### src/rtl/sync_fifo_pkg.sv
// Shared sizing defaults for the single-clock FWFT FIFO.
// Combinational only, with no handshake of its own.
package sync_fifo_pkg;

    localparam int unsigned DSIZE_DEF = 8;
    localparam int unsigned ASIZE_DEF = 3;

    function automatic int unsigned depth_of(input int unsigned asize);
        return 32'd1 << asize;
    endfunction

endpackage

### src/rtl/sync_fifo_mem.sv
// DEPTH x DSIZE register array with a synchronous write port and an asynchronous read port.
// Writes land on the next clk edge. Reads are combinational. There is no flow control here.
module sync_fifo_mem
    import sync_fifo_pkg::*;
#(
    parameter int unsigned DSIZE = DSIZE_DEF,
    parameter int unsigned ASIZE = ASIZE_DEF
) (
    input  logic             clk,
    input  logic             wen,
    input  logic [ASIZE-1:0] waddr,
    input  logic [DSIZE-1:0] wdata,
    input  logic [ASIZE-1:0] raddr,
    output logic [DSIZE-1:0] rdata
);

    localparam int unsigned DEPTH = depth_of(ASIZE);

    logic [DSIZE-1:0] mem_q [DEPTH];
    logic [DSIZE-1:0] mem_d [DEPTH];

    always_comb begin
        mem_d = mem_q;
        if (wen) begin
            mem_d[waddr] = wdata;
        end
    end

    // Storage is deliberately left out of reset; empty masks stale contents.
    always_ff @(posedge clk) begin
        mem_q <= mem_d;
    end

    assign rdata = mem_q[raddr];

endmodule

### src/rtl/sync_fifo.sv
// Single-clock FWFT FIFO: the head word sits on rdata while not empty, and write-to-read latency is 1 clk.
// A write while full or a read while empty is dropped silently, and full/empty come from registered pointers.
module sync_fifo
    import sync_fifo_pkg::*;
#(
    parameter int unsigned DSIZE = DSIZE_DEF,
    parameter int unsigned ASIZE = ASIZE_DEF
) (
    input  logic             clk,
    input  logic             rst_n,
    input  logic [DSIZE-1:0] wdata,
    input  logic             winc,
    input  logic             rinc,
    output logic [DSIZE-1:0] rdata,
    output logic             full,
    output logic             empty
);

    localparam logic [ASIZE:0] PTR_ONE = {{ASIZE{1'b0}}, 1'b1};

    logic [ASIZE:0] wptr_q, wptr_d;
    logic [ASIZE:0] rptr_q, rptr_d;
    logic           wr_acc;
    logic           rd_acc;

    // The extra MSB is a wrap bit that tells full apart from empty when the addresses match.
    assign empty  = (wptr_q == rptr_q);
    assign full   = (wptr_q[ASIZE] != rptr_q[ASIZE]) &&
                    (wptr_q[ASIZE-1:0] == rptr_q[ASIZE-1:0]);
    assign wr_acc = winc && !full;
    assign rd_acc = rinc && !empty;

    always_comb begin
        wptr_d = wptr_q;
        rptr_d = rptr_q;
        if (wr_acc) begin
            wptr_d = wptr_q + PTR_ONE;
        end
        if (rd_acc) begin
            rptr_d = rptr_q + PTR_ONE;
        end
    end

    always_ff @(posedge clk or negedge rst_n) begin
        if (!rst_n) begin
            wptr_q <= '0;
            rptr_q <= '0;
        end else begin
            wptr_q <= wptr_d;
            rptr_q <= rptr_d;
        end
    end

    sync_fifo_mem #(
        .DSIZE(DSIZE),
        .ASIZE(ASIZE)
    ) u_mem (
        .clk  (clk),
        .wen  (wr_acc),
        .waddr(wptr_q[ASIZE-1:0]),
        .wdata(wdata),
        .raddr(rptr_q[ASIZE-1:0]),
        .rdata(rdata)
    );

endmodule

### config.mk
export PLATFORM = sky130hd
export DESIGN_NAME = sync_fifo
export DESIGN_NICKNAME = d
export VERILOG_FILES = /design/src/rtl/sync_fifo_pkg.sv /design/src/rtl/sync_fifo_mem.sv /design/src/rtl/sync_fifo.sv
export SDC_FILE = /design/constraint.sdc
export NUM_CORES = 1
export LEC_CHECK = 0
export BUFFER_PORTS_ARGS = -buffer_cell sky130_fd_sc_hd__buf_2
export CORE_UTILIZATION = 52
export DETAILED_ROUTE_END_ITERATION = 12
export PLACE_DENSITY = 0.75
export SYNTH_ARGS = -nofsm -noshare
export SYNTH_HDL_FRONTEND = slang
export SYNTH_SLANG_ARGS = --single-unit
export TNS_END_PERCENT = 100
### constraint.sdc
create_clock -name clk -period 3.1 [get_ports clk]
set_input_delay 0.31 -clock clk [delete_from_list [all_inputs] [get_ports clk]]
set_output_delay 0.31 -clock clk [all_outputs]
set_load 0.02 [all_outputs]
== Yosys cells after proc, flatten, opt, wreduce, memory -nomap -nowiden ==
Cells that the tools add are included.

* Flip-flop bits (word level): 72
* Input bits: 12
* Output and inout port bits: 10
* Logic and storage cells: 32

* Add/subtract/negate cells: 2
* Magnitude comparators: 3
* Eq/ne operators: 3
* Muxes and demuxes: 6
* Bitwise operators: 2
* Reductions and logical operators: 6

{| class="wikitable"
|+ Operators with widths
! kind !! number
|-
| 64-bit bitwise mux || 1
|-
| 8-bit binary-select mux with 3-bit select || 1
|-
| 8-bit demux with 3-bit select || 1
|-
| 8-bit two-way mux || 3
|-
| 4-bit by 1-bit adder with 4-bit output (second input constant) || 2
|-
| 4-bit greater-or-equal comparator (second input constant) || 2
|-
| 3-bit inverter with 4-bit output || 2
|-
| 4-bit == test || 1
|-
| 1-bit logical AND || 4
|-
| 4-bit by 1-bit less-than comparator with 1-bit output (second input constant) || 1
|-
| 3-bit == test || 1
|-
| 1-bit logical NOT || 2
|-
| 1-bit inequality test || 1
|}

== Longest topological paths before layout ==
Gate-level depths: netlist of the first run.

* Depth after elaboration: 6
* Depth in mapped cells: 5
* Depth with buffers taken out: 4

== Hierarchy ==
A second synthesis of the first run with hierarchy kept.

* Cells, all modules: 149
* Area, all modules: 3069.2 um2

{| class="wikitable"
|+ Modules (own cells, without submodules)
! module !! instances !! cells each !! area each (um2)
|-
| sync_fifo_mem || 1 || 106 || 2531.2
|-
| sync_fifo || 1 || 43 || 538.0
|}

== Least setup slack after synthesis of the first run ==
OpenSTA, ideal clock, no wires.

* Path kind: reg2reg
* From: register wptr_q[2]
* To: register u_mem.mem_q[40] in the netlist's numbering (enable)
* Setup time: 0.395 ns
* Arrival: 1.830 ns
* Setup slack: 0.876 ns
* Stages on the path, launching flop included: 5
* Buffers on the path: 1
* Clock period less this slack: 2.224 ns
* Cell sequence: dfrtp_1 -> buf_4 -> xor2_1 -> o41ai_4 -> nor4_1

* Cells in the longest elaborated chain, start to end: 4

{| class="wikitable"
|+ RTL lines
! element !! RTL line !! text
|-
| start: declaration || sync_fifo.sv:21 || <nowiki>logic [ASIZE:0] wptr_q, wptr_d;</nowiki>
|-
| start signal: assignment || sync_fifo.sv:49 || <nowiki>wptr_q <= wptr_d;</nowiki>
|-
| 3-bit == test || sync_fifo.sv:29 || <nowiki>(wptr_q[ASIZE-1:0] == rptr_q[ASIZE-1:0]);</nowiki>
|-
| 1-bit logical AND || sync_fifo.sv:28 || <nowiki>assign full = (wptr_q[ASIZE] != rptr_q[ASIZE]) &&</nowiki>
|-
| 1-bit logical NOT || sync_fifo.sv:30 || <nowiki>assign wr_acc = winc && !full;</nowiki>
|-
| 1-bit logical AND || sync_fifo.sv:30 ||
|-
| end signal: assignment || sync_fifo_mem.sv:31 || <nowiki>mem_q <= mem_d;</nowiki>
|-
| end: declaration || sync_fifo_mem.sv:19 || <nowiki>logic [DSIZE-1:0] mem_q [DEPTH];</nowiki>
|}

No other way between the ends.
A chain may end at the register's enable or synchronous reset.

== Worst setup path after layout of the first run ==
* From: register rptr_q[0]
* To: output port rdata[2]

* Cells in the longest elaborated chain, start to end: 4

{| class="wikitable"
|+ RTL lines
! element !! RTL line !! text
|-
| start: declaration || sync_fifo.sv:22 || <nowiki>logic [ASIZE:0] rptr_q, rptr_d;</nowiki>
|-
| start signal: assignment || sync_fifo.sv:50 || <nowiki>rptr_q <= rptr_d;</nowiki>
|-
| 3-bit inverter with 4-bit output (not written as such) || sync_fifo_mem.sv:34 || <nowiki>assign rdata = mem_q[raddr];</nowiki>
|-
| 8-bit binary-select mux with 3-bit select || sync_fifo_mem.sv:34 ||
|-
| 8-bit two-way mux (not written as such) (2 in series) || sync_fifo_mem.sv:34 ||
|-
| end: declaration || sync_fifo.sv:14 || <nowiki>output logic [DSIZE-1:0] rdata,</nowiki>
|}

No other way between the ends. The select of a mux whose other input is x is not followed.

==> metrics list, run 1 <==
- The run finished with clean final reports.
- The number of setup buffers added after CTS is 0.
* Clock period minus final worst setup slack: 2.51 ns
* RSZ-0062 raised after global routing: no
- The number of cells on the worst reg-to-reg path is 3.
* Synthesized cell area: 0.00305 mm2
- After legalization and detailed placement, the total HPWL measured 3.66 mm.
- Number of design rule violations left after detail routing: 0
* Drt initial violations: 134
* Number of antenna violations at the first check in global routing: 0
- The floorplan has 27 rows.
* Critical path endpoint category: output port
* Data required time of the worst path: 2.79 ns
- At the end of routability-driven placement, the weighted congestion stood at 0.777.
* Syn nets: 167
- Startpoint of the most critical register-to-register path: wptr_q[2]
- After clock tree synthesis, the clock-pin slew on the worst setup and hold paths is 0.08 ns.
- The worst setup path is launched from a flip-flop.
- Once the floorplan was initialized, standard cells occupied 54.7% of the core.
- TritonCTS clock tree: yes
- From bottom edge to top edge, the die measures 78.6 um.
* Cell accounting for the most synthesized area: sky130_fd_sc_hd__edfxtp_1
- After filler insertion, the fill cell instance count of the layout stands at 410.
- Remaining antenna violation count: 0
- The floorplan step defined a die boundary enclosing 0.00618 mm2.
- Fin worst setup slack: 0.593 ns
- Pwr dens: 1030 mW/mm2
- After routing, the total negative slack on setup checks comes to 0 ns.
- Sink count of the clock tree: 72
- Data arrives at the worst endpoint at 2.20 ns.
* Combined global-route utilization of all metal layers: 20.8%
- After synthesis, flip-flops and latches occupy 69.6% of the total area.
- Count of H-tree levels built during CTS: 3
- Number of CTS-inserted buffers: 9
* Number of vias per cell: 5.91
- Detailed-route wire length per cell: 21.3 um
- The tree is rooted in a sky130_fd_sc_hd__clkbuf_8.
- Worst Skew: 0.0107 ns
- Maximum number of pins on one net before global-route repair: 21
* IR drop worst, VDD: 0.514 mV
* Worst Hold Class: in2reg
- After floorplanning, the core was sized to cover 0.00557 mm2.
* Port bufs: 21
* Yosys warns: 0
* Worst-Skew Late Latency: 0.34 ns
* Setup-failing EPs final: 0
* Number of flip-flops and latches in the synthesized netlist: 72
* Mean area per synthesized cell: 19.9 um2
* Initial DRT Pass Iterations: 4
- The setup path with the least slack is of type reg2out.
- Final max-slew violation count: 0
- Timing analysis after detailed placement gives a worst setup slack of 0.799 ns.
- After global routing the overflow that remains totals 0.
- Critical Path Fanout Max: 12
- # nets final: 199
* Static power due to leakage: 1.18 nW
* Largest cells by area after synthesis: sky130_fd_sc_hd__edfxtp_1 (63%), sky130_fd_sc_hd__mux4_2 (12%), sky130_fd_sc_hd__dfrtp_1 (6.6%), sky130_fd_sc_hd__mux2_2 (3.3%), sky130_fd_sc_hd__xnor2_1 (1.7%)
- Portion of the clock cycle consumed by the worst path in the final layout: 80.9%
* Number of cells in the finished layout apart from fillers: 262
- The number of antenna diodes in the final layout is 0.
* Wire length of the first global-routing pass: 9.00 mm
- Buffers inserted to repair hold after CTS numbered 1.
* Pin slew with the least headroom to its limit: 0.988 ns
* Maximum clock frequency: 399 MHz
* Number of global-route vias before repair: 1633
- Unique masters post-synth: 31
- Routed vias: 1549
* Cell count after placement: 245
- Headroom to the max-slew limit came out at 33.6%.
- Count of maximum capacitance violations: 0
- Final hold vios: 0
- The die is 78.6 um wide.
- No sink is reached through more buffers than the 2 on the longest clock path.
* Top cell type's share of synthesized area: 63.0%
- Worst Hold Slack: 0.239 ns
* Worst-case register-to-register setup slack: 0.75 ns
- Critical Path End: rdata[2]
* Number of placed I/O pins: 22
- The endpoint identified for the worst register-to-register timing path is u_mem.mem_q[49].
* CTS resizes: 0
- From synthesis to final layout, the design area changed by 13.2%.
- After technology mapping, the gate count stands at 153.
- Routed wire length: 5.58 mm
- Tracing the worst setup path back leads to its startpoint at rptr_q[0].
- Cells with a size suffix above 1 make up 38.4% of the layout.
-- critical path: stages (launching register included) --
cell and delay [ns]:
sky130_fd_sc_hd__dfrtp_1 0.33, sky130_fd_sc_hd__buf_4 0.22, sky130_fd_sc_hd__buf_4 0.31, sky130_fd_sc_hd__mux4_2 0.54, sky130_fd_sc_hd__mux2_2 0.28, sky130_fd_sc_hd__buf_2 0.17
-- how the worst min path moves through the flow --
| stage | cells past startpoint | startpoint | slack (ns) | to |
|---|---|---|---|---|
| after global placement | 1 | rst_n | 0.16 | rptr_q[2] |
| after CTS | 1 | wdata[2] | 0.23 | u_mem.mem_q[50] |
| after detailed placement | 1 | rst_n | 0.16 | rptr_q[1] |
| after global routing | 1 | wdata[2] | 0.24 | u_mem.mem_q[50] |
| final | 1 | wdata[2] | 0.24 | u_mem.mem_q[50] |
| after floorplan | 0 | rst_n | 0.01 | rptr_q[0] |
-- state kept, by name (all words and copies together) (netlist names) --
register	cells
rptr_q	4
wptr_q	4
u_mem.mem_q	64
-- cell usage after synthesis --
| library cell | instances |
|---|---|
| sky130_fd_sc_hd__buf_4 | 4 |
| sky130_fd_sc_hd__xnor2_1 | 6 |
| sky130_fd_sc_hd__o41ai_4 | 1 |
| sky130_fd_sc_hd__nor2_1 | 6 |
| sky130_fd_sc_hd__and4_2 | 1 |
| sky130_fd_sc_hd__xor2_1 | 4 |
| sky130_fd_sc_hd__nand2_1 | 5 |
| sky130_fd_sc_hd__o31ai_1 | 1 |
| sky130_fd_sc_hd__nand4_1 | 2 |
| sky130_fd_sc_hd__nand3_1 | 2 |
| sky130_fd_sc_hd__dfrtp_1 | 8 |
| sky130_fd_sc_hd__nor3_1 | 2 |
| sky130_fd_sc_hd__a31oi_1 | 1 |
| sky130_fd_sc_hd__a41oi_1 | 2 |
| sky130_fd_sc_hd__buf_12 | 1 |
| sky130_fd_sc_hd__o41ai_2 | 1 |
| sky130_fd_sc_hd__inv_1 | 2 |
| sky130_fd_sc_hd__xor2_4 | 1 |
| sky130_fd_sc_hd__mux2_2 | 9 |
| sky130_fd_sc_hd__o41ai_1 | 2 |
| sky130_fd_sc_hd__mux4_2 | 16 |
| sky130_fd_sc_hd__o311ai_1 | 1 |
| sky130_fd_sc_hd__xor2_2 | 1 |
| sky130_fd_sc_hd__a311o_2 | 1 |
| sky130_fd_sc_hd__nor4_1 | 2 |
| sky130_fd_sc_hd__ha_1 | 2 |
| sky130_fd_sc_hd__nand3b_1 | 1 |
| sky130_fd_sc_hd__buf_2 | 2 |
| sky130_fd_sc_hd__buf_6 | 1 |
| sky130_fd_sc_hd__edfxtp_1 | 64 |
| sky130_fd_sc_hd__mux2_4 | 1 |
-- kinds of logic after synthesis --
| group | Yosys count | share of synthesized area [%] |
|---|---|---|
| adder cells (fa/ha/maj) | 2 | 0.820 |
| flip-flops | 72 | 69.6 |
| XOR/XNOR | 12 | 4.31 |
| AND/OR/NAND/NOR | 21 | 3.40 |
| multiplexers | 26 | 15.6 |
| AO/OA/AOI/OAI | 10 | 3.69 |
| buffers and inverters | 10 | 2.58 |
-- where the power goes --
group          switching [mW]  leakage, nW  internal [mW]
sequential              0.138        0.676           1.25
combinational           0.801        0.402          0.605
clock                   0.319        0.100          0.446
-- layout make-up --
cell class,instances,area [um2],share of cell area [%]
clock inverters,5,71.3,2.07
repair buffers,29,168,4.86
flip-flops and latches,72,2120,61.5
inverters,2,7.51,0.217
clock buffers,11,131,3.81
well taps,72,90.1,2.61
multi-input cells,71,862,25.0
-- per-stage QoR --
step	power [mW]	instance area [um2]	util, %
6_report	3.56	3450	61.9
5_1_grt	3.74	3450	61.9
4_1_cts	3.58	3450	61.9
3_5_place_dp	2.81	3240	58.1
3_3_place_gp	2.76	3240	58.1
2_1_floorplan	2.47	3050	-
-- cell usage in the layout (no fill, tap or decap), types with 3 or more instances in the layout --
cell type                   n
sky130_fd_sc_hd__buf_2     21
sky130_fd_sc_hd__buf_4      7
sky130_fd_sc_hd__clkbuf_8   9
sky130_fd_sc_hd__clkinv_1   3
sky130_fd_sc_hd__dfrtp_1    8
sky130_fd_sc_hd__edfxtp_1  64
sky130_fd_sc_hd__mux2_2     9
sky130_fd_sc_hd__mux4_2    16
sky130_fd_sc_hd__nand2_1    5
sky130_fd_sc_hd__nor2_1     6
sky130_fd_sc_hd__xnor2_1    6
sky130_fd_sc_hd__xor2_1     4
-- per-layer routing --
| metal | GRT usage [%] | routed length, um | part of all wire (%) | vias up |
|---|---|---|---|---|
| li1 | - | - | - | 684 |
| met1 | 28.6 | 2430 | 44 | 807 |
| met2 | 31.2 | 2760 | 49 | 53 |
| met3 | 5.93 | 334 | 6.0 | 5 |
| met4 | 8.70 | 59 | 1.1 | 0 |
| met5 | 0 | 0 | 0 | - |
Note: power is estimated with default switching activity, not from simulation.
==> run 2, diff against run 1 <==
--- a/config.mk
+++ b/config.mk
@@ -5,10 +5,11 @@
 export SDC_FILE = /design/constraint.sdc
 export NUM_CORES = 1
 export LEC_CHECK = 0
+export ABC_AREA = 1
 export BUFFER_PORTS_ARGS = -buffer_cell sky130_fd_sc_hd__buf_2
 export CORE_UTILIZATION = 52
 export DETAILED_ROUTE_END_ITERATION = 12
-export PLACE_DENSITY = 0.75
+export PLACE_DENSITY = 0.78
 export SYNTH_ARGS = -nofsm -noshare
 export SYNTH_HDL_FRONTEND = slang
 export SYNTH_SLANG_ARGS = --single-unit
==> constraint.sdc (replaced) <==
create_clock -name clk -period 2.2 [get_ports clk]
set_input_delay 0.22 -clock clk [delete_from_list [all_inputs] [get_ports clk]]
set_output_delay 0.22 -clock clk [all_outputs]
set_load 0.02 [all_outputs]
==> run 2 against run 1 <==
  * Sequential share of layout area decreased by 0.60 points
  * Design area increased by 0.98%
  * Clock power increased by 30%
  * Final cell count increased by 45%
  * Die area increased by 0.28%
  * Non-clock buffer count increased by 6
  * Register-to-register slack got worse by 0.36 ns
  * Setup slack got worse by 0.44 ns
  * Sequential power increased by 36%
  * Critical path type unchanged
  * Highest routed layer unchanged
==> metrics list, run 2 <==
* Startpoint of the most critical register-to-register path: wptr_q[0]
* Worst Skew: 0.0106 ns (-0.000124 ns)
* Number of flip-flops and latches in the synthesized netlist: 72 (unchanged)
- Summed over all instances, the cell type with the most area after synthesis is sky130_fd_sc_hd__edfxtp_1.
- After synthesis, the largest family of logic cells by area is simple AND/OR/NAND/NOR gates.
- The peak supply drop came to 0.654 mV (+27%).
- The tightest min-delay check is of the in2reg type.
* Top cell type's share of synthesized area: 62.8% (-0.18 points)
* Final setup TNS: 0 ns (unchanged)
* Largest registers: u_mem.mem_q x64, rptr_q x4, wptr_q x4
- The count of nets left with antenna violations after detail routing was 0 (unchanged).
* Routed vias: 2159 (+39%)
- Static power due to leakage: 1.37 nW (+16%)
- Maximum number of pins on one net before global-route repair: 22 (+4.8%)
* Syn nets: 283 (+69%)
* Number of rows in the core area: 27 (unchanged)
- Detailed placer's ending HPWL: 4.32 mm (+18%)
- Relative to the synthesized area, the layout overhead comes to 13.9%.
- Filler instances: 441 (+7.6%)
* Proportion of register bits with asynchronous set or reset after synthesis: 11.1% (unchanged)
* Top register by number of flip-flops: u_mem.mem_q
* Combined global-route utilization of all metal layers: 24.5% (+3.7 points)
- The worst setup path is of the reg2out kind.
* Util after Layout: 62.5% (+0.61 points)
- Startpoint kind of the worst setup timing path: flip-flop
* Starting Density: 54.9% (+0.16 points)
* Depth of the worst register-to-register path: 7 (+4)
- The violation count after the first detailed-route iteration was 287 (+110%).
* Data required time of the worst path: 1.98 ns (-0.81 ns)
* Portion of the post-synthesis area used by sequential elements: 69.4% (-0.20 points)
- The cell count after synthesis came to 269 (+76%).
- Setup-failing EPs final: 0 (unchanged)
* Count of H-tree levels built during CTS: 3 (unchanged)
* Simple-Gate Fraction of Synth Area: 16.4% (+13 points)
- Worst-case register-to-register setup slack: 0.39 ns (-0.36 ns)
- CTS clock-pin slew for the worst setup and hold paths: 0.07 ns (about the same)
- The via count of the first global-routing pass came to 2089 (+28%).
- The maximum clock insertion buffer count was 2 (unchanged).
- The net total in the final layout came to 317 (+59%).
* Most common library cell in the layout ignoring fill and taps: sky130_fd_sc_hd__edfxtp_1
- The detailed-router iteration count before antenna repair was 5 (+1).
- The max capacitance violation total was 0 (unchanged).
- Counting I/O delays and the setup requirement, the final critical path takes 2.05 ns.
- The worst-margin pin slew was 0.386 ns (-0.602 ns).
* Max-slew headroom at the worst pin: 74.2% (+41 points)
* Detailed-route wire length per cell: 17.5 um (-18%)
- The clock sink total came to 72 (unchanged).
* Pwr dens: 1400 mW/mm2 (+36%)
- Unique masters post-synth: 22 (-29%)
- The xor/xnor cell area share of the yosys netlist is 0.859% (-3.4 points).
- Min-delay src: wdata[0]
- The die extent in y was 78.7 um (+0.14%).
- Overall die area: 0.00619 mm2 (+0.28%)
- Critical Path Fanout Max: 16 (+4)
- The final critical path takes up 93.0% of the cycle.
- Critical Path Start: rptr_q[1]
- Most frequent cells in the layout: sky130_fd_sc_hd__edfxtp_1 (64), sky130_fd_sc_hd__nand2_1 (59), sky130_fd_sc_hd__nor2_1 (42), sky130_fd_sc_hd__o21ai_0 (32), sky130_fd_sc_hd__buf_2 (21)
- Number of design rule violations left after detail routing: 0 (unchanged)
- The mean instance size in the synthesized netlist is 11.4 um2 (-43%).
- Wire length of the first global-routing pass: 10.9 mm (+21%)
- Dominant register cell in the synthesized netlist: sky130_fd_sc_hd__edfxtp_1
* CORE AREA: 0.00557 mm2 (unchanged)
- Routed wire length: 6.63 mm (+19%)
- RSZ-0062 raised after global routing: no
* Number of placed I/O pins: 22 (unchanged)
- Final RePlAce weighted congestion: 0.864 (+11%)
- Number of enable-type register cells in the synthesized netlist: 64 (unchanged)
- Number of CTS-inserted buffers: 9 (unchanged)
- The netlist area before placement was 0.00306 mm2 (+0.29%).
* Final hold vios: 0 (unchanged)
- The number of antenna repair diodes was 0 (unchanged).
- The fraction of final layout cells with drive strength greater than 1 was 19.5% (-19 points).
* Run status: finished clean
- The cell depth of the worst hold path came to 1 (unchanged).
- CTS Root Buffer Type: sky130_fd_sc_hd__clkbuf_8
- TritonCTS clock tree: yes
- Arrival time at the worst endpoint: 1.83 ns (-0.37 ns)
- Number of vias per cell: 5.68 (-3.9%)
* Yosys warns: 0 (unchanged)
- The number of flip-flops in the largest register came to 64 (unchanged).
- Worst-Skew Late Latency: 0.34 ns (about the same)
- Portion of netlist area occupied by mux cells: 0% (-16 points)
* Maximum clock frequency: 489 MHz
- The area fraction in compound gates after synthesis was 8.79% (+5.1 points).
- The initial antenna violation count is 0 (unchanged).
* Largest cells by area after synthesis: sky130_fd_sc_hd__edfxtp_1 (63%), sky130_fd_sc_hd__nand2_1 (7.2%), sky130_fd_sc_hd__dfrtp_1 (6.5%), sky130_fd_sc_hd__o21ai_0 (5.2%), sky130_fd_sc_hd__nor2_1 (5.2%)
- Most repeated cell in the gate-level netlist after synthesis: sky130_fd_sc_hd__edfxtp_1
- Horizontal die dimension: 78.7 um (+0.14%)
- Port bufs: 21 (unchanged)
* Share of synthesized cell area in full adder, half adder and majority cells: 0.818% (-0.0023 points)
* Total global routing overflow: 0 (unchanged)
- Critical path endpoint category: output port
- The commonest cells after synthesis are sky130_fd_sc_hd__edfxtp_1 (64), sky130_fd_sc_hd__nand2_1 (59), sky130_fd_sc_hd__nor2_1 (42).
* Worst Hold Slack: 0.164 ns (-0.0749 ns)
* Final max-slew violation count: 0 (unchanged)
[run 2: cell types whose count changed in the layout (fill, tap and decap cells not counted), sizes merged, moves of 3 or more]
cell,delta
nand3,+9
o22ai,+16
xnor2,-6
nor2,+36
mux2,-10
o41ai,-4
o21ai,+32
nand2,+60
xor2,-3
inv,+9
mux4,-16
buf,+6
[run 2: layout make-up]
class	instances	area [um2]	share of cell area, %
Sequential cell	72	2120	60.9
Timing Repair Buffer	35	216	6.21
Clock buffer	10	128	3.66
Clock inverter	6	60.1	1.72
Tap cell	72	90.1	2.58
Inverter	12	46.3	1.33
Multi-Input combinational cell	173	823	23.6
[run 2: path summary, 6_finish.rpt]
kind | to
max | rdata[4]
min | u_mem.mem_q[56]
max reg2reg | u_mem.mem_q[36]
min reg2reg | rptr_q[3]
max in group asynchronous | rptr_q[0]
min in group asynchronous | wptr_q[3]
[run 2: cells by family after synthesis]
| kind of cell | count (synthesis) |
|---|---|
| XOR/XNOR | 3 |
| buffers and inverters | 24 |
| adder cells (fa/ha/maj) | 2 |
| flip-flops | 72 |
| AND/OR/NAND/NOR | 119 |
| AO/OA/AOI/OAI | 49 |
[run 2: layer usage]
metal,vias up,part of all wire (%),GRT usage (%)
met5,-,0,0
met4,0,1.8,9.63
met3,14,7.2,5.98
met2,98,47,37.5
met1,1041,44,33.9
li1,1006,-,-
[run 2: repair_timing]
item,4_1_cts,5_1_grt
gates resized for setup,0,1
hold endpoints to repair,8,0
buffers inserted,0,0
hold buffers,1,0
setup endpoints to repair,0,3
[run 2: worst max-delay path: stages, from the launching register on]
cell and delay, ns:
sky130_fd_sc_hd__dfrtp_1 0.48, sky130_fd_sc_hd__inv_1 0.11, sky130_fd_sc_hd__buf_4 0.22, sky130_fd_sc_hd__o21ai_0 0.12, sky130_fd_sc_hd__o22ai_1 0.20, sky130_fd_sc_hd__nand2_1 0.10, sky130_fd_sc_hd__nand2_1 0.09, sky130_fd_sc_hd__buf_2 0.16
[run 2: through the flow]
step | total power, mW | area (um2) | std cells | setup slack [ns]
after CTS | 4.86 | 3480 | 380 | 0.0968
after global routing | 5.18 | 3490 | 380 | 0.0258
final | 4.87 | 3490 | 380 | 0.153
after floorplan | 3.26 | 3060 | 269 | 0.520
after detailed placement | 3.85 | 3280 | 363 | 0.437
after global placement | 3.81 | 3280 | 363 | 0.491
[run 2: report_power, final]
part | switching (mW) | total [mW] | internal (mW)
Combinational | 1.35 | 1.99 | 0.636
Sequential | 0.153 | 1.89 | 1.74
Clock | 0.476 | 0.994 | 0.518
==> run 3, diff against run 2 <==
--- a/config.mk
+++ b/config.mk
@@ -7,9 +7,11 @@
 export LEC_CHECK = 0
 export ABC_AREA = 1
 export BUFFER_PORTS_ARGS = -buffer_cell sky130_fd_sc_hd__buf_2
+export CORE_ASPECT_RATIO = 1.25
 export CORE_UTILIZATION = 52
 export DETAILED_ROUTE_END_ITERATION = 12
 export PLACE_DENSITY = 0.78
+export SETUP_SLACK_MARGIN = 0.5
 export SYNTH_ARGS = -nofsm -noshare
 export SYNTH_HDL_FRONTEND = slang
 export SYNTH_SLANG_ARGS = --single-unit
==> run 3 against run 2 <==
  * The flow now finishes with violations (design-rule violations)
  * Maximum frequency up 9.2%
  * Core utilization increased by 5.7 points
  * Combinational power increased by 29%
  * Non-clock buffer count rose by 11
  * Design area grew 8.7%
  * Setup slack better by 0.17 ns
  * Clock skew decreased by 0.0059 ns
  * Final cell count is 0.79% higher
  * Die area about the same
  * Critical path type unchanged
  * Largest power group unchanged
==> metrics list, run 3 (synthesis results as in run 2) <==
* Number of antenna repair diodes: 0 (unchanged)
* Routed vias: 2209 (+2.3%)
- Horizontal die dimension: 70.6 um (-10%)
- The met3 layer wire length in the routed design was 350 um (-27%).
- The largest registers in the layout are u_mem.mem_q x64, rptr_q x4, wptr_q x4.
- STA classifies the critical path endpoint as an output port.
* CORE AREA: 0.00556 mm2 (-0.34%)
- Portion of the clock cycle consumed by the worst path in the final layout: 85.2% (-7.8 points)
- Fraction of final layout cells with drive strength greater than 1: 28.5% (+9.0 points)
- The worst-margin pin slew was 0.275 ns (-0.111 ns).
- Drt initial violations: 206 (-28%)
- The register cell area after layout is 0.00213 mm2 (+0.18%).
* Number of placed I/O pins: 22 (unchanged)
- CTS clock-pin slew for the worst setup and hold paths: 0.07 ns (about the same)
- Cell count after placement: 355 (-2.2%)
- Worst-Skew Late Latency: 0.35 ns (about the same)
- # nets final: 328 (+3.5%)
* Max-slew headroom at the worst pin: 81.7% (+7.5 points)
- Sink count of the clock tree: 72 (unchanged)
- The non-filler instance count after layout came to 383 (+0.79%).
- The largest individual stage delay along the critical path comes from the cell sky130_fd_sc_hd__dfrtp_2.
- Number of vias per cell: 5.77 (+1.5%)
- Die Y-Extent: 87.8 um (+12%)
* Number of design rule violations left after detail routing: 2 (+2)
* Slowest stage delay, CP: 0.46 ns (-0.02 ns)
* Data required time of the worst path: 1.98 ns (about the same)
- Final max-slew violation count: 0 (unchanged)
* Worst Hold Class: in2reg
* Maximum clock frequency: 533 MHz (+9.2%)
- Wire length of the first global-routing pass: 10.6 mm (-2.3%)
- Post-Route M1 WL: 3.08 mm (+4.8%)
- Detailed-route wire length per cell: 18.4 um (+5.2%)
* Cells traversed along the worst timing path: clkinv_4 -> clkbuf_16 -> o21ai_1 -> o22ai_1 -> nand2_1 -> nand2_2 -> buf_6
- Worst Hold Slack: 0.165 ns (+0.000626 ns)
- Worst Skew: 0.00468 ns (-0.00589 ns)
- Arrival time at the worst endpoint: 1.65 ns (-0.18 ns)
- Most frequent cells in the layout: sky130_fd_sc_hd__edfxtp_1 (64), sky130_fd_sc_hd__nand2_1 (56), sky130_fd_sc_hd__nor2_1 (33), sky130_fd_sc_hd__o22ai_1 (16), sky130_fd_sc_hd__buf_4 (16)
- The number of buffers inserted during clock tree synthesis came to 9 (unchanged).
- The total overflow reported by the global router was 0 (unchanged).
* Detailed placer's ending HPWL: 4.18 mm (-3.2%)
- Worst-case register-to-register setup slack: 0.40 ns (about the same)
- Clock period minus final worst setup slack: 1.87 ns (-0.172 ns)
- Critical Path Fanout Max: 10 (-6)
- Startpoint kind of the worst setup timing path: flip-flop
- The peak supply drop is 0.642 mV (-1.9%).
- The routed wire length is 7.03 mm (+6.0%).
* Number of antenna violations at the first check in global routing: 0 (unchanged)
- Number of rows in the core area: 30 (+11%)
- Filler instances: 379 (-14%)
- Count of maximum capacitance violations: 0 (unchanged)
- The count of buffers from port buffering was 21 (unchanged).
- The highest metal layer carrying signal wires in the routed design is met4.
* Pwr dens: 1440 mW/mm2 (+3.2%)
* Maximum number of pins on one net before global-route repair: 22 (unchanged)
- Remaining antenna violation count: 0 (unchanged)
- RSZ-0062 raised after global routing: yes
- The number of flip-flops in the largest register was 64 (unchanged).
- The number of failing hold endpoints at the final stage came to 0 (unchanged).
- Leaving out fill and tap cells, the most frequent cell in the layout is sky130_fd_sc_hd__edfxtp_1.
- The final reports fail on design-rule violations.
* Starting Density: 55.1% (+0.19 points)
- The routability-driven placement congestion ratio is 0.928 (+7.5%).
* Initial DRT Pass Iterations: 10 (+5)
* Number of buffers and inverters on the critical path: 3 (unchanged)
* CTS Root Buffer Type: sky130_fd_sc_hd__clkbuf_8
- Counting flops per register, the top entry is u_mem.mem_q.
* Run status: finished, violations left
- Count of H-tree levels built during CTS: 3 (unchanged)
* Footprint of the multi-input gates: 923 um2 (+12%)
* Buffer levels on the longest clock path: 2 (unchanged)
- The total global routing track utilization is 23.5% (-0.96 points).
* Final setup TNS: 0 ns (unchanged)
- Area Overhead vs Synth: 23.9%
- The static leakage came to 1.45 nW (+5.6%).
- The setup path with the least slack is of type reg2out.
- Cell family contributing the most delay on the critical path: flip-flops
- The via count of the first global-routing pass came to 2086 (-0.14%).
* TritonCTS clock tree: yes
- Routed wire length on met2: 3.49 mm (+13%)
* Setup-failing EPs final: 0 (unchanged)
- The overall die area was 0.00620 mm2 (about the same).
run 3: cell types whose count changed in the layout (fill, tap and decap cells not counted), moves of 4 or more:
| cell | change |
|---|---|
| sky130_fd_sc_hd__nor2_1 | -9 |
| sky130_fd_sc_hd__o21ai_1 | +15 |
| sky130_fd_sc_hd__o21ai_2 | +5 |
| sky130_fd_sc_hd__o21ai_0 | -20 |
| sky130_fd_sc_hd__buf_4 | +4 |
| sky130_fd_sc_hd__buf_6 | +11 |
| sky130_fd_sc_hd__nor2_4 | +6 |
| sky130_fd_sc_hd__buf_2 | -9 |
run 3: layout make-up:
class	count	share of cell area, %
tap	64	2.11
multi-input combinational	173	24.4
sequential	72	56.1
clock buffer	12	3.57
inverter	12	1.58
clock inverter	4	1.19
timing repair buffer	46	11.1
run 3: where the power goes:
group	total, mW	internal, mW	switching (mW)
sequential	1.92	1.74	0.174
clock	0.988	0.518	0.470
combinational	2.56	1.03	1.53
total	5.47	3.29	2.18
run 3: metrics by stage:
stage | power, mW | instance area [um2] | utilization (%) | worst slack [ns]
final | 5.47 | 3790 | 68.2 | 0.325
after global routing | 5.79 | 3790 | 68.2 | 0.265
after CTS | 5.05 | 3570 | 64.2 | 0.397
after detailed placement | 3.81 | 3270 | 58.9 | 0.477
after global placement | 3.77 | 3270 | 58.9 | 0.495
after floorplan | 3.26 | 3060 | - | 0.520
run 3: repair_timing:
item,4_1_cts,5_1_grt
endpoints found under the setup margin,18,74
hold buffers,1,0
gates resized for setup,26,63
pin swaps,2,9
setup buffers,4,4
cloned,1,2
endpoints found under the hold margin,8,0
run 3: per-layer routing:
metal  vias up  GRT usage [%]
met1      1080           31.9
met2        85           36.7
li1       1032              -
met4         0           11.8
met3        12           4.83
met5         -              0
run 3: worst register-to-register path, stage by stage, from the launching register on:
cell and delay, ns:
sky130_fd_sc_hd__dfrtp_2 0.47, sky130_fd_sc_hd__clkinv_4 0.11, sky130_fd_sc_hd__buf_4 0.14, sky130_fd_sc_hd__nand2_2 0.07, sky130_fd_sc_hd__nand2_2 0.08, sky130_fd_sc_hd__nand4_4 0.17
sky130_fd_sc_hd__buf_6 0.19, sky130_fd_sc_hd__nand2_4 0.06, sky130_fd_sc_hd__clkinvlp_4 0.20
run 3: worst paths after layout:
kind	cells after the start	startpoint	to
worst max-delay path	7	rptr_q[0]	rdata[7]
worst min-delay path	1	wdata[5]	u_mem.mem_q[61]
worst max register to register	8	rptr_q[0]	u_mem.mem_q[7]
worst min register to register	2	wptr_q[3]	wptr_q[3]
max in group asynchronous	2	rst_n	wptr_q[2]
min in group asynchronous	2	rst_n	rptr_q[2]
